<file path="config.mk">
export PLATFORM = sky130hd
export DESIGN_NAME = key_command_queue_flat
export DESIGN_NICKNAME = d
export VERILOG_FILES = /design/src/rtl/key_command_queue_if.sv /design/src/rtl/key_command_queue.sv /design/src/flat_wrapper.sv
export SDC_FILE = /design/constraint.sdc
export NUM_CORES = 1
export LEC_CHECK = 0
export BUFFER_PORTS_ARGS = -buffer_cell sky130_fd_sc_hd__buf_2
export CORE_ASPECT_RATIO = 0.9
export CORE_UTILIZATION = 55
export CTS_CLUSTER_SIZE = 16
export DETAILED_ROUTE_END_ITERATION = 16
export PLACE_DENSITY = 0.76
export RECOVER_POWER = 50
export SLEW_MARGIN = 10
export SYNTH_ARGS = -nofsm -noshare
export SYNTH_HDL_FRONTEND = slang
export SYNTH_SLANG_ARGS = --single-unit
</file>
<file path="constraint.sdc">
create_clock -name clk -period 3.28 [get_ports clk]
set_input_delay 0.492 -clock clk [delete_from_list [all_inputs] [get_ports clk]]
set_output_delay 0.492 -clock clk [all_outputs]
set_load 0.005 [all_outputs]
</file>
<file path="src/rtl/key_command_queue_if.sv">
// key_command_queue_if: command handshake between the key front end and the game controller
interface key_command_queue_if #(parameter int CMD_W = 3);
  logic             cmd_valid;
  logic             cmd_ready;
  logic [CMD_W-1:0] cmd_code;
  modport master (output cmd_valid, cmd_code, input cmd_ready);
  modport slave (input cmd_valid, cmd_code, output cmd_ready);
endinterface

</file>
<file path="src/rtl/key_command_queue.sv">
// key_command_queue: key levels to queued command events with restart pulse; KEYCMD_AUTOREPEAT_EN adds held-key auto-repeat
module key_command_queue #(
  parameter int NUM_KEYS      = 5,
  parameter int CMD_W         = 3,
  parameter int CMD_BASE      = 4,
  parameter int FIFO_DEPTH    = 4,
  parameter int REPEAT_DELAY  = 25_000_000,
  parameter int REPEAT_PERIOD = 5_000_000,
  parameter int RST_PULSE     = 16
) (
  input  logic                          clk,
  input  logic                          rst,
  input  logic [NUM_KEYS-1:0]           key_level,
  key_command_queue_if.master           cmd,
  output logic [$clog2(FIFO_DEPTH):0]   fifo_level,
  output logic                          game_rst,
  output logic                          restart_toggle,
  output logic                          overflow
);
  localparam int AW = $clog2(FIFO_DEPTH);
  localparam int PW = $clog2(RST_PULSE + 1);
  localparam int KW = $clog2(NUM_KEYS);

  logic [NUM_KEYS-1:0] key_q, press, pending, ev, rep_ev, wr_bit;
  logic [CMD_W-1:0]    mem [FIFO_DEPTH];
  logic [AW-1:0]       rd_ptr, wr_ptr;
  logic [AW:0]         count;
  logic [PW-1:0]       pulse;
  logic [KW-1:0]       wr_idx;
  logic [CMD_W-1:0]    wr_code;
  logic                restart, pop, full, wr_en;

  assign press          = key_level & ~key_q;
  assign restart        = press[0];
  assign full           = count == (AW+1)'(FIFO_DEPTH);
  assign pop            = cmd.cmd_valid & cmd.cmd_ready;
  assign cmd.cmd_valid  = count != '0;
  assign cmd.cmd_code   = cmd.cmd_valid ? mem[rd_ptr] : '0;
  assign fifo_level     = count;
  assign game_rst       = pulse != '0;
  assign ev             = game_rst ? '0 : ({press[NUM_KEYS-1:1], 1'b0} | rep_ev);
  assign wr_en          = (|pending) & (!full | pop);
  assign wr_code        = CMD_W'(CMD_BASE + int'(wr_idx) - 1);

  // Pick the lowest-index pending command key for this cycle's FIFO write
  always_comb begin
    wr_idx = '0;
    wr_bit = '0;
    for (int i = NUM_KEYS - 1; i >= 1; i--) wr_idx = pending[i] ? KW'(i) : wr_idx;
    if (wr_en) wr_bit[wr_idx] = 1'b1;
  end

`ifdef KEYCMD_AUTOREPEAT_EN
  localparam int RW = $clog2((REPEAT_DELAY > REPEAT_PERIOD ? REPEAT_DELAY : REPEAT_PERIOD) + 1);
  logic          trk_on;
  logic [KW-1:0] trk_key, new_key;
  logic [RW-1:0] trk_cnt;
  logic          cmd_press;

  assign cmd_press = |press[NUM_KEYS-1:1];

  // Repeat fires when the tracked key is still held and its countdown reaches 1; newest press is the highest index pressed
  always_comb begin
    rep_ev  = '0;
    new_key = '0;
    for (int i = 1; i < NUM_KEYS; i++) new_key = press[i] ? KW'(i) : new_key;
    if (trk_on && key_level[trk_key] && trk_cnt == RW'(1)) rep_ev[trk_key] = 1'b1;
  end

  // Tracker follows the most recent command press, drops on release, restart or reset
  always_ff @(posedge clk) begin
    if (rst || restart) begin
      trk_on  <= 1'b0;
      trk_key <= '0;
      trk_cnt <= '0;
    end else if (cmd_press && !game_rst) begin
      trk_on  <= 1'b1;
      trk_key <= new_key;
      trk_cnt <= RW'(REPEAT_DELAY);
    end else if (trk_on && !key_level[trk_key]) begin
      trk_on <= 1'b0;
    end else if (trk_on) begin
      trk_cnt <= trk_cnt == RW'(1) ? RW'(REPEAT_PERIOD) : trk_cnt - RW'(1);
    end
  end
`else
  logic unused_repeat_cfg;
  assign unused_repeat_cfg = |{REPEAT_DELAY, REPEAT_PERIOD};
  assign rep_ev = '0;
`endif

  // FIFO storage; stale entries are harmless because pointers reset separately
  always_ff @(posedge clk) begin
    if (wr_en) mem[wr_ptr] <= wr_code;
  end

  // Pending mask, FIFO pointers, restart pulse and sticky flags; restart flushes everything queued
  always_ff @(posedge clk) begin
    key_q <= key_level;
    if (rst) begin
      pending        <= '0;
      rd_ptr         <= '0;
      wr_ptr         <= '0;
      count          <= '0;
      pulse          <= '0;
      overflow       <= 1'b0;
      restart_toggle <= 1'b0;
    end else if (restart) begin
      pending        <= '0;
      rd_ptr         <= '0;
      wr_ptr         <= '0;
      count          <= '0;
      pulse          <= PW'(RST_PULSE);
      restart_toggle <= ~restart_toggle;
    end else begin
      pending <= (pending & ~wr_bit) | ev;
      if (|(ev & pending & ~wr_bit)) overflow <= 1'b1;
      if (game_rst) pulse <= pulse - PW'(1);
      if (wr_en) wr_ptr <= wr_ptr + AW'(1);
      if (pop) rd_ptr <= rd_ptr + AW'(1);
      count <= count + (AW+1)'(wr_en) - (AW+1)'(pop);
    end
  end
endmodule

</file>
<file path="src/flat_wrapper.sv">
// flat-port wrapper written by rule: the top's interface ports become plain ports
module key_command_queue_flat 
#(
  parameter int NUM_KEYS      = 5,
  parameter int CMD_W         = 3,
  parameter int CMD_BASE      = 4,
  parameter int FIFO_DEPTH    = 4,
  parameter int REPEAT_DELAY  = 25_000_000,
  parameter int REPEAT_PERIOD = 5_000_000,
  parameter int RST_PULSE     = 16
)
  (clk, rst, key_level, fifo_level, game_rst, restart_toggle, overflow, cmd_cmd_valid, cmd_cmd_code, cmd_cmd_ready);
  key_command_queue_if #(.CMD_W(CMD_W)) cmd_i ();
  input  logic clk;
  input  logic rst;
  input  logic [NUM_KEYS-1:0] key_level;
  output logic [$clog2(FIFO_DEPTH):0] fifo_level;
  output logic game_rst;
  output logic restart_toggle;
  output logic overflow;
  output wire logic [$bits(cmd_i.cmd_valid)-1:0] cmd_cmd_valid;
  output wire logic [$bits(cmd_i.cmd_code)-1:0] cmd_cmd_code;
  input wire logic [$bits(cmd_i.cmd_ready)-1:0] cmd_cmd_ready;
  assign cmd_cmd_valid = cmd_i.cmd_valid;
  assign cmd_cmd_code = cmd_i.cmd_code;
  assign cmd_i.cmd_ready = cmd_cmd_ready;
  key_command_queue #(.NUM_KEYS(NUM_KEYS), .CMD_W(CMD_W), .CMD_BASE(CMD_BASE), .FIFO_DEPTH(FIFO_DEPTH), .REPEAT_DELAY(REPEAT_DELAY), .REPEAT_PERIOD(REPEAT_PERIOD), .RST_PULSE(RST_PULSE)) u_core (.clk(clk), .rst(rst), .key_level(key_level), .cmd(cmd_i), .fifo_level(fifo_level), .game_rst(game_rst), .restart_toggle(restart_toggle), .overflow(overflow));
endmodule
</file>
==> reports/qor.yml, run 1 <==
power:
  ir_drop_uv: 645
  power.total_mw: 1.53
  p_leak_nw: 0.676
  intPower_mw: 0.994
  switchingPower_mw: 0.534
  sequentialPowerShare_pct: 42.6
  netSwitchingFraction_pct: 34.9
  p_comb_share_pct: 36.5
  power_density_nw_per_um2: 842
  clkPwrFrac_pct: 20.8
grt:
  met3_usage_pct: 8.89
  grt_pass1_wl_um: 4600
  grt_max_degree: 18
  antenna_found_initial: 0
  globalRouteMet1Util_pct: 23.9
  grtUsageMet2_pct: 34.6
  grt_pass1_vias: 1025
  grt-ovfl-total: 0
  grt_usage_pct: 21.2
  grt_busiest_layer: "met2"
setup_path:
  cp_cell_sequence: "or3_1 -> and2_0 -> ha_1 -> inv_1 -> ha_1 -> inv_1 -> fa_1 -> xor2_1 -> xnor2_1 -> nor2_1"
  slowest_stage: "or3_1"
  crit_arrival_ps: 2740
  start_kind: "flop"
  cpPeakStageDelay_ps: 450
  cp_data_required_time_ps: 3520
  crit_type: "reg -> reg"
  endpoint_kind: "flop"
  path_max_fanout: 6
clock_network:
  max-clock-path-buffers: 2
  cts_buffers: 5
  clk_latency_ps: 350
  cts-resized-gates: 0
  cts_root_buf: "clkbuf_4"
  cts_htree_levels: 2
  postCtsHoldBufs: 0
  clock_sink_count: 38
  cts_tree: "yes"
  cts.clk_slew.worst_paths_ps: 110
  cts_setup_buffers: 0
synthesis:
  avgSynthCellArea_um2: 11.4
  synthMostInstantiatedCell: "dfxtp_1"
  ys_ff_latch: 38
  synth.distinct_cells: 31
  synth_edf_count: 12
  seq_area_frac_synth_pct: 54.2
  synth_area_um2: 1630
  async_flop_share_pct: 0
  synth_top_area_share_pct: 32.0
  syn_nets: 159
  synthTopCellsByArea: "dfxtp_1, edfxtp_1, ha_1, mux4_2, nor2_1"
  synth.largest_area_cell: "dfxtp_1"
  yosys-top-cells-count: "dfxtp_1, nor2_1, inv_1"
  syn_inst: 142
  yosys_warnings: 0
  synth_flop_cell: "dfxtp_1"
floorplan:
  die_x_um: 59.3
  initial_core_util_pct: 58.7
  io_pins: 18
  rows: 18
  die_area_um2: 3180
  die_height_um: 53.6
  fp.coreArea_um2: 2770
cells_and_area:
  fin_nets: 180
  drive_gt1_share_pct: 16.5
  diodes: 0
  syn2layout_area_growth_pct: 11.7
  fin_area_um2: 1820
route:
  dr.first_iter.drc_count: 23
  wirelength_um: 2860
  viasPerCell: 5.23
  drcViolationCount: 0
  vias: 1067
  ant_nets: 0
  avgRoutedWirePerCell_um: 14.0
  dr.pass1.iters: 4
timing:
  fin_crit_ps: 2500
  fin_ws_ps: 777
  finalCritPeriodShare_pct: 76.3
  setup_viol: 0
  relSlewSlack_pct: 58.6
  slew_viol_final: 0
  fin_hold_ws_ps: 265
  finalHoldViolCount: 0
  fmax_mhz: 400
  worst_slew_pin_slew_ps: 618
  worst_clock_skew_ps: 13.3
  finalSetupTns_ps: 0
  rsz0062_at_grt: "no"
placed_design:
  postPlaceCellArea_um2: 1750
  port_buffers: 17
  pre_cts_slack_ps: 823
  hpwl_um: 2090
  place_congestion: 0.778
worst_hold_path:
  worst_hold_path_type: "in -> reg"
flow_run:
  cap_violations: 0
status:
  outcome: "finished clean"
## state kept, by name, summed over array words and instances, names as in the netlist, named ones only
register and flops:
u_core.rd_ptr 2, u_core.key_q 5, u_core.pending 5, u_core.mem 12
u_core.restart_toggle 1, u_core.overflow 1, u_core.fifo_level 3, u_core.pulse 5
u_core.wr_ptr 2
## area by class of cell
class / instances / area [µm²]
sequential: 38 / 881
multi-input combinational: 86 / 668
tap: 40 / 50.0
inverter: 15 / 56.3
clock buffer: 5 / 37.5
fill: 241 / 955
timing repair buffer: 17 / 77.6
clock inverter: 3 / 45.0
## layout by cell type, fill, tap and decap left out, types with 7 or more instances in the layout
| cell type | instances |
|---|---|
| edfxtp_1 | 12 |
| and2_1 | 7 |
| nor3_1 | 7 |
| inv_1 | 15 |
| ha_1 | 8 |
| a21oi_1 | 7 |
| dfxtp_1 | 26 |
| nor2_1 | 17 |
| buf_2 | 11 |
## per-stage QoR
stage / std cells / utilization (%)
2_1_floorplan: 142 / -
3_3_place_gp: 196 / 63.1
3_5_place_dp: 196 / 63.1
4_1_cts: 204 / 66.1
5_1_grt: 204 / 65.5
6_report: 204 / 65.5
## worst paths after layout
kind / slack, ps / depth (start not counted) / end / from
worst min-delay path: 260 / 1 / u_core.key_q[1] / key_level[1]
worst min register to register: 470 / 2 / u_core.pending[0] / u_core.pending[0]
worst max register to register: 780 / 10 / u_core.fifo_level[2] / u_core.fifo_level[1]
worst max-delay path: 780 / 10 / u_core.fifo_level[2] / u_core.fifo_level[1]
## cells by family (layout without fill, tap and decap cells)
family                     Yosys count  in the layout  share of synthesized area (%)
AOI/OAI and AO/OA                   16             16                           6.39
muxes                                4              4                           4.77
buffers and inverters               18             40                           4.16
xor gates and xnor gates             9              9                           4.85
DFF                                 38             38                           54.2
and+or+nand+nor                     48             48                           18.2
adders and majority gates            9              9                           7.39
## metal layers
metal | routed length, µm | up-vias
met4 | 64 | 0
met5 | 0 | -
li1 | - | 531
met2 | 1360 | 24
met3 | 138 | 10
met1 | 1300 | 502
## power groups by stage
stage | clock (mW) | sequential (mW) | combinational (mW)
6_report | 0.319 | 0.652 | 0.558
5_1_grt | 0.344 | 0.662 | 0.638
4_1_cts | 0.324 | 0.651 | 0.571
3_5_place_dp | 0 | 0.661 | 0.562
3_3_place_gp | 0 | 0.652 | 0.529
2_1_floorplan | 0 | 0.647 | 0.405
## critical path, delay by kind of cell, from the launching register on
family,cells,cell delay [ps]
and+or+nand+nor,3,740
buffers and inverters,2,100
DFF,1,400
adders and majority gates,3,770
xor gates and xnor gates,2,390
No activity file was read; power rests on OpenSTA's default activity.
==> run 2, diff against run 1 <==
Clock period 3.28 ns to 2.5 ns, I/O delays scaled along.
==> run 2 against run 1 <==
Combinational power grew 32%. Via count down 1.0%. Hold slack got worse by 110 ps. Critical path depth unchanged.
==> reports/qor.yml, run 2 (synthesis gave the netlist of run 1 again) <==
worst_hold_path:
  worst_hold_path_type: "in -> reg"
clock_network:
  cts_setup_buffers: 0
  clock_sink_count: 38
  cts_buffers: 5
  cts.clk_slew.worst_paths_ps: 110
  postCtsHoldBufs: 0
  cts-resized-gates: 0
  cts_root_buf: "clkbuf_4"
  max-clock-path-buffers: 2
  cts_tree: "yes"
  clk_latency_ps: 330
  cts_htree_levels: 2
floorplan:
  die_x_um: 59.3
  initial_core_util_pct: 58.7
  fp.coreArea_um2: 2770
  rows: 18
  die_area_um2: 3180
  die_height_um: 53.6
  io_pins: 18
grt:
  grt_pass1_vias: 994
  grt-ovfl-total: 0
  grt_usage_pct: 19.4
  antenna_found_initial: 0
  grt_pass1_wl_um: 4400
  grt_max_degree: 18
cells_and_area:
  final_cell_mix: "dfxtp_1, nor2_1, inv_1"
  largest_reg_flops: 12
  syn2layout_area_growth_pct: 10.0
  top_register: "u_core.mem"
  fin_nets: 183
  drive_gt1_share_pct: 16.2
  diodes: 0
  final_common_cell: "dfxtp_1"
timing:
  fin_ws_ps: 175
  rsz0062_at_grt: "no"
  finalHoldViolCount: 0
  fin_crit_ps: 2320
  slew_viol_final: 0
  worst_slew_pin_slew_ps: 603
  relSlewSlack_pct: 59.6
  finalCritPeriodShare_pct: 93.0
  setup_viol: 0
  worst_clock_skew_ps: 3.17
  finalSetupTns_ps: 0
  fmax_mhz: 430
setup_path:
  endpoint_kind: "flop"
  crit_type: "reg -> reg"
  path_max_fanout: 4
  cp_data_required_time_ps: 2720
  start_kind: "flop"
  crit_arrival_ps: 2550
placed_design:
  port_buffers: 17
  place_congestion: 0.785
  hpwl_um: 1960
  pre_cts_slack_ps: 185
route:
  vias: 1056
  dr.pass1.iters: 5
  wirelength_um: 2670
  avgRoutedWirePerCell_um: 12.9
  dr.first_iter.drc_count: 21
  ant_nets: 0
  viasPerCell: 5.10
  drcViolationCount: 0
power:
  switchingPower_mw: 0.664
  clkPwrFrac_pct: 15.9
  p_comb_share_pct: 39.5
  sequentialPowerShare_pct: 44.6
  netSwitchingFraction_pct: 35.4
  ir_drop_uv: 776
  power.total_mw: 1.87
  intPower_mw: 1.21
  power_density_nw_per_um2: 1050
  p_leak_nw: 0.676
flow_run:
  cap_violations: 0
status:
  outcome: "finished clean"
## run 2: changes by cell type in the layout (fill, tap and decap cells not counted)
cell	previous run	this run
buf_2	11	13
clkinv_1	0	1
a31oi_1	1	0
nor4b_1	0	1
nor4b_4	2	1
clkbuf_1	6	8
clkinvlp_4	2	0
a31oi_2	0	1
bufinv_16	1	0
clkinv_2	0	1
## run 2: final cells by class
type	count	area, µm²
fill	235	982
sequential	38	881
multi-input combinational	86	659
timing repair buffer	20	91.3
inverter	15	56.3
tap	40	50.0
clock buffer	6	41.3
clock inverter	2	8.76
## run 2: power groups by stage
stage | combinational, mW | sequential, mW | clock [mW]
floorplan | 0.532 | 0.849 | 0
global placement | 0.740 | 0.845 | 0
detailed placement | 0.776 | 0.856 | 0
CTS | 0.783 | 0.841 | 0.309
global route | 0.845 | 0.848 | 0.327
finish | 0.739 | 0.836 | 0.298
## run 2: critical path: stages (launching register included)
cell     delay (ps)
dfxtp_1         360
or3_1           390
and2_1          190
ha_1            280
inv_1            60
ha_1            150
inv_1            60
fa_1            370
xor2_1          170
xnor2_1         140
nor2_1           60
## run 2: metal layers
| metal | GRT usage [%] | wire, µm | up-vias |
|---|---|---|---|
| li1 | - | - | 535 |
| met1 | 25.7 | 1330 | 500 |
| met2 | 29.8 | 1240 | 19 |
| met3 | 6.49 | 93 | 2 |
| met4 | 7.14 | 13 | 0 |
| met5 | 0 | 0 | - |
## run 2: final timing paths
| path | from | endpoint | slack [ps] | cells after the start |
|---|---|---|---|---|
| worst max-delay path | u_core.fifo_level[2] | u_core.fifo_level[2] | 180 | 10 |
| worst min-delay path | key_level[0] | u_core.key_q[0] | 150 | 1 |
| worst max register to register | u_core.fifo_level[2] | u_core.fifo_level[2] | 180 | 10 |
| worst min register to register | u_core.pending[0] | u_core.pending[0] | 470 | 2 |
## run 2: per-stage QoR
stage | hold slack, ps | utilization [%] | area [µm²] | instances
after floorplan | 403 | - | 1630 | 142
after global placement | 454 | 64.0 | 1770 | 199
after detailed placement | 464 | 64.0 | 1770 | 199
after CTS | 136 | 65.8 | 1820 | 207
after global routing | 132 | 64.5 | 1790 | 207
final | 151 | 64.5 | 1790 | 207
==> run 3, diff against run 2 <==
==> constraint.sdc (replaced) <==
create_clock -name clk -period 2.5 [get_ports clk]
set_input_delay 0.125 -clock clk [delete_from_list [all_inputs] [get_ports clk]]
set_output_delay 0.125 -clock clk [all_outputs]
set_load 0.02 [all_outputs]
==> run 3 against run 2 <==
Die area is the same. Combinational power rose by 13%. Non-clock buffer count rose by 6. Critical path depth unchanged. Sequential cell count did not move. Via count grew 1.6%. Count of clock-buffer cells in the layout down 1. Hold slack improved by 78 ps.
==> reports/qor.yml, run 3 (synthesis gave the netlist of run 1 again) <==
cells_and_area:
  diodes: 0
  final_common_cell: "dfxtp_1"
  syn2layout_area_growth_pct: 16.9
  top_register: "u_core.mem"
  seq_area_um2: 881
  drive_gt1_share_pct: 13.9
  largest_reg_flops: 12
  num-fill-cells: 219
  fin_nets: 189
  final_cell_mix: "dfxtp_1, nor2_1, inv_1"
  multi_input_area_um2: 659
grt:
  grt_max_degree: 18
  grt_pass1_vias: 1055
  grt_pass1_wl_um: 4430
  antenna_found_initial: 0
  grt_usage_pct: 20.1
  grt-ovfl-total: 0
timing:
  fmax_mhz: 433
  rsz0062_at_grt: "no"
  finalSetupTns_ps: 0
  fin_hold_ws_ps: 229
  finalHoldViolCount: 0
  relSlewSlack_pct: 36.8
  worst_clock_skew_ps: 7.65
  fin_crit_ps: 2310
  worst_slew_pin_slew_ps: 946
  slew_viol_final: 0
  finalCritPeriodShare_pct: 92.3
  setup_viol: 0
worst_hold_path:
  hp-start: "cmd_cmd_ready"
  worst_hold_path_type: "in -> reg"
floorplan:
  die_area_um2: 3180
  io_pins: 18
  die_height_um: 53.6
  rows: 18
  initial_core_util_pct: 58.7
  die_x_um: 59.3
  fp.coreArea_um2: 2770
clock_network:
  clk_latency_ps: 330
  max-clock-path-buffers: 2
  cts_tree: "yes"
  cts-resized-gates: 0
  cts_buffers: 5
  cts_htree_levels: 2
  clock_sink_count: 38
  cts_root_buf: "clkbuf_4"
  cts.clk_slew.worst_paths_ps: 110
route:
  dr.first_iter.drc_count: 16
  ant_nets: 0
  dr.pass1.iters: 4
  vias: 1073
  avgRoutedWirePerCell_um: 12.6
  wirelength_um: 2690
  viasPerCell: 5.04
  drcViolationCount: 0
setup_path:
  endpoint_kind: "flop"
  critical_path.startpoint: "u_core.fifo_level[2]"
  crit_type: "reg -> reg"
  crit_arrival_ps: 2540
  start_kind: "flop"
  path_max_fanout: 4
  regToRegStartpoint: "u_core.fifo_level[2]"
  cp_data_required_time_ps: 2730
placed_design:
  place_congestion: 0.792
  hpwl_um: 2010
  port_buffers: 17
status:
  outcome: "finished clean"
flow_run:
  cap_violations: 0
power:
  ir_drop_uv: 661
  power_density_nw_per_um2: 1140
  p_leak_nw: 0.706
==> run 3: cell types whose count changed in the layout (fill, tap and decap cells not counted) <==
cell and delta:
a31oi_1 +1, bufinv_16 +2, buf_4 +2, a31oi_2 -1, dlygate4sd3_1 +6, buf_2 -6, clkinv_2 -1, clkbuf_1 +3
nor4b_2 +1, nor4b_1 -1
==> run 3: path summary, 6_finish.rpt <==
path,end,slack (ps),cells after the start
min reg2reg,u_core.pending[0],470,2
min,u_core.rd_ptr[1],230,4
max,u_core.fifo_level[2],190,10
max reg2reg,u_core.fifo_level[2],190,10
==> run 3: report_power, final <==
| group | total (mW) | switching, mW | internal (mW) |
|---|---|---|---|
| clock network | 0.502 | 0.193 | 0.308 |
| logic | 0.833 | 0.482 | 0.350 |
| registers | 0.837 | 0.0836 | 0.753 |
==> run 3: layer usage <==
| metal | vias to the layer above | share of wire (%) | GRT usage (%) | wire [µm] |
|---|---|---|---|---|
| met2 | 18 | 51 | 36.7 | 1380 |
| met5 | - | 0 | 0 | 0 |
| met4 | 0 | 1.1 | 7.54 | 29 |
| li1 | 549 | - | - | - |
| met3 | 5 | 3.9 | 7.45 | 106 |
| met1 | 501 | 44 | 21.1 | 1180 |
==> run 3: through the flow <==
| stage | setup slack (ps) | cell area, µm² | utilization (%) | power [mW] | cells |
|---|---|---|---|---|---|
| 3_5_place_dp | 216 | 1770 | 64.0 | 1.73 | 199 |
| 4_1_cts | 198 | 1930 | 69.8 | 2.24 | 213 |
| 6_report | 193 | 1900 | 68.6 | 2.17 | 213 |
| 2_1_floorplan | 24.7 | 1630 | - | 1.49 | 142 |
| 5_1_grt | 52.1 | 1900 | 68.6 | 2.32 | 213 |
| 3_3_place_gp | 298 | 1770 | 64.0 | 1.69 | 199 |
==> run 3: area by class of cell <==
cell class                      instances  share of cell area, %
Timing Repair Buffer                   26                   7.97
Multi-Input combinational cell         86                   34.7
Inverter                               15                   2.96
Tap cell                               40                   2.64
Clock buffer                            5                   1.98
Sequential cell                        38                   46.4
Clock inverter                          3                   3.36
==> run 3: worst max-delay path, stage by stage, from the launching register on <==
cell and delay [ps]:
dfxtp_1 360, or3_1 400, and2_0 210, ha_1 280, inv_1 60, ha_1 130
inv_1 50, fa_1 370, xor2_1 180, xnor2_1 140, nor2_1 50
==> run 3: what timing repair did <==
| item | CTS | global route |
|---|---|---|
| endpoints found under the hold margin | 7 | 0 |
| hold buffers | 6 | 0 |
| setup buffers | 0 | 0 |
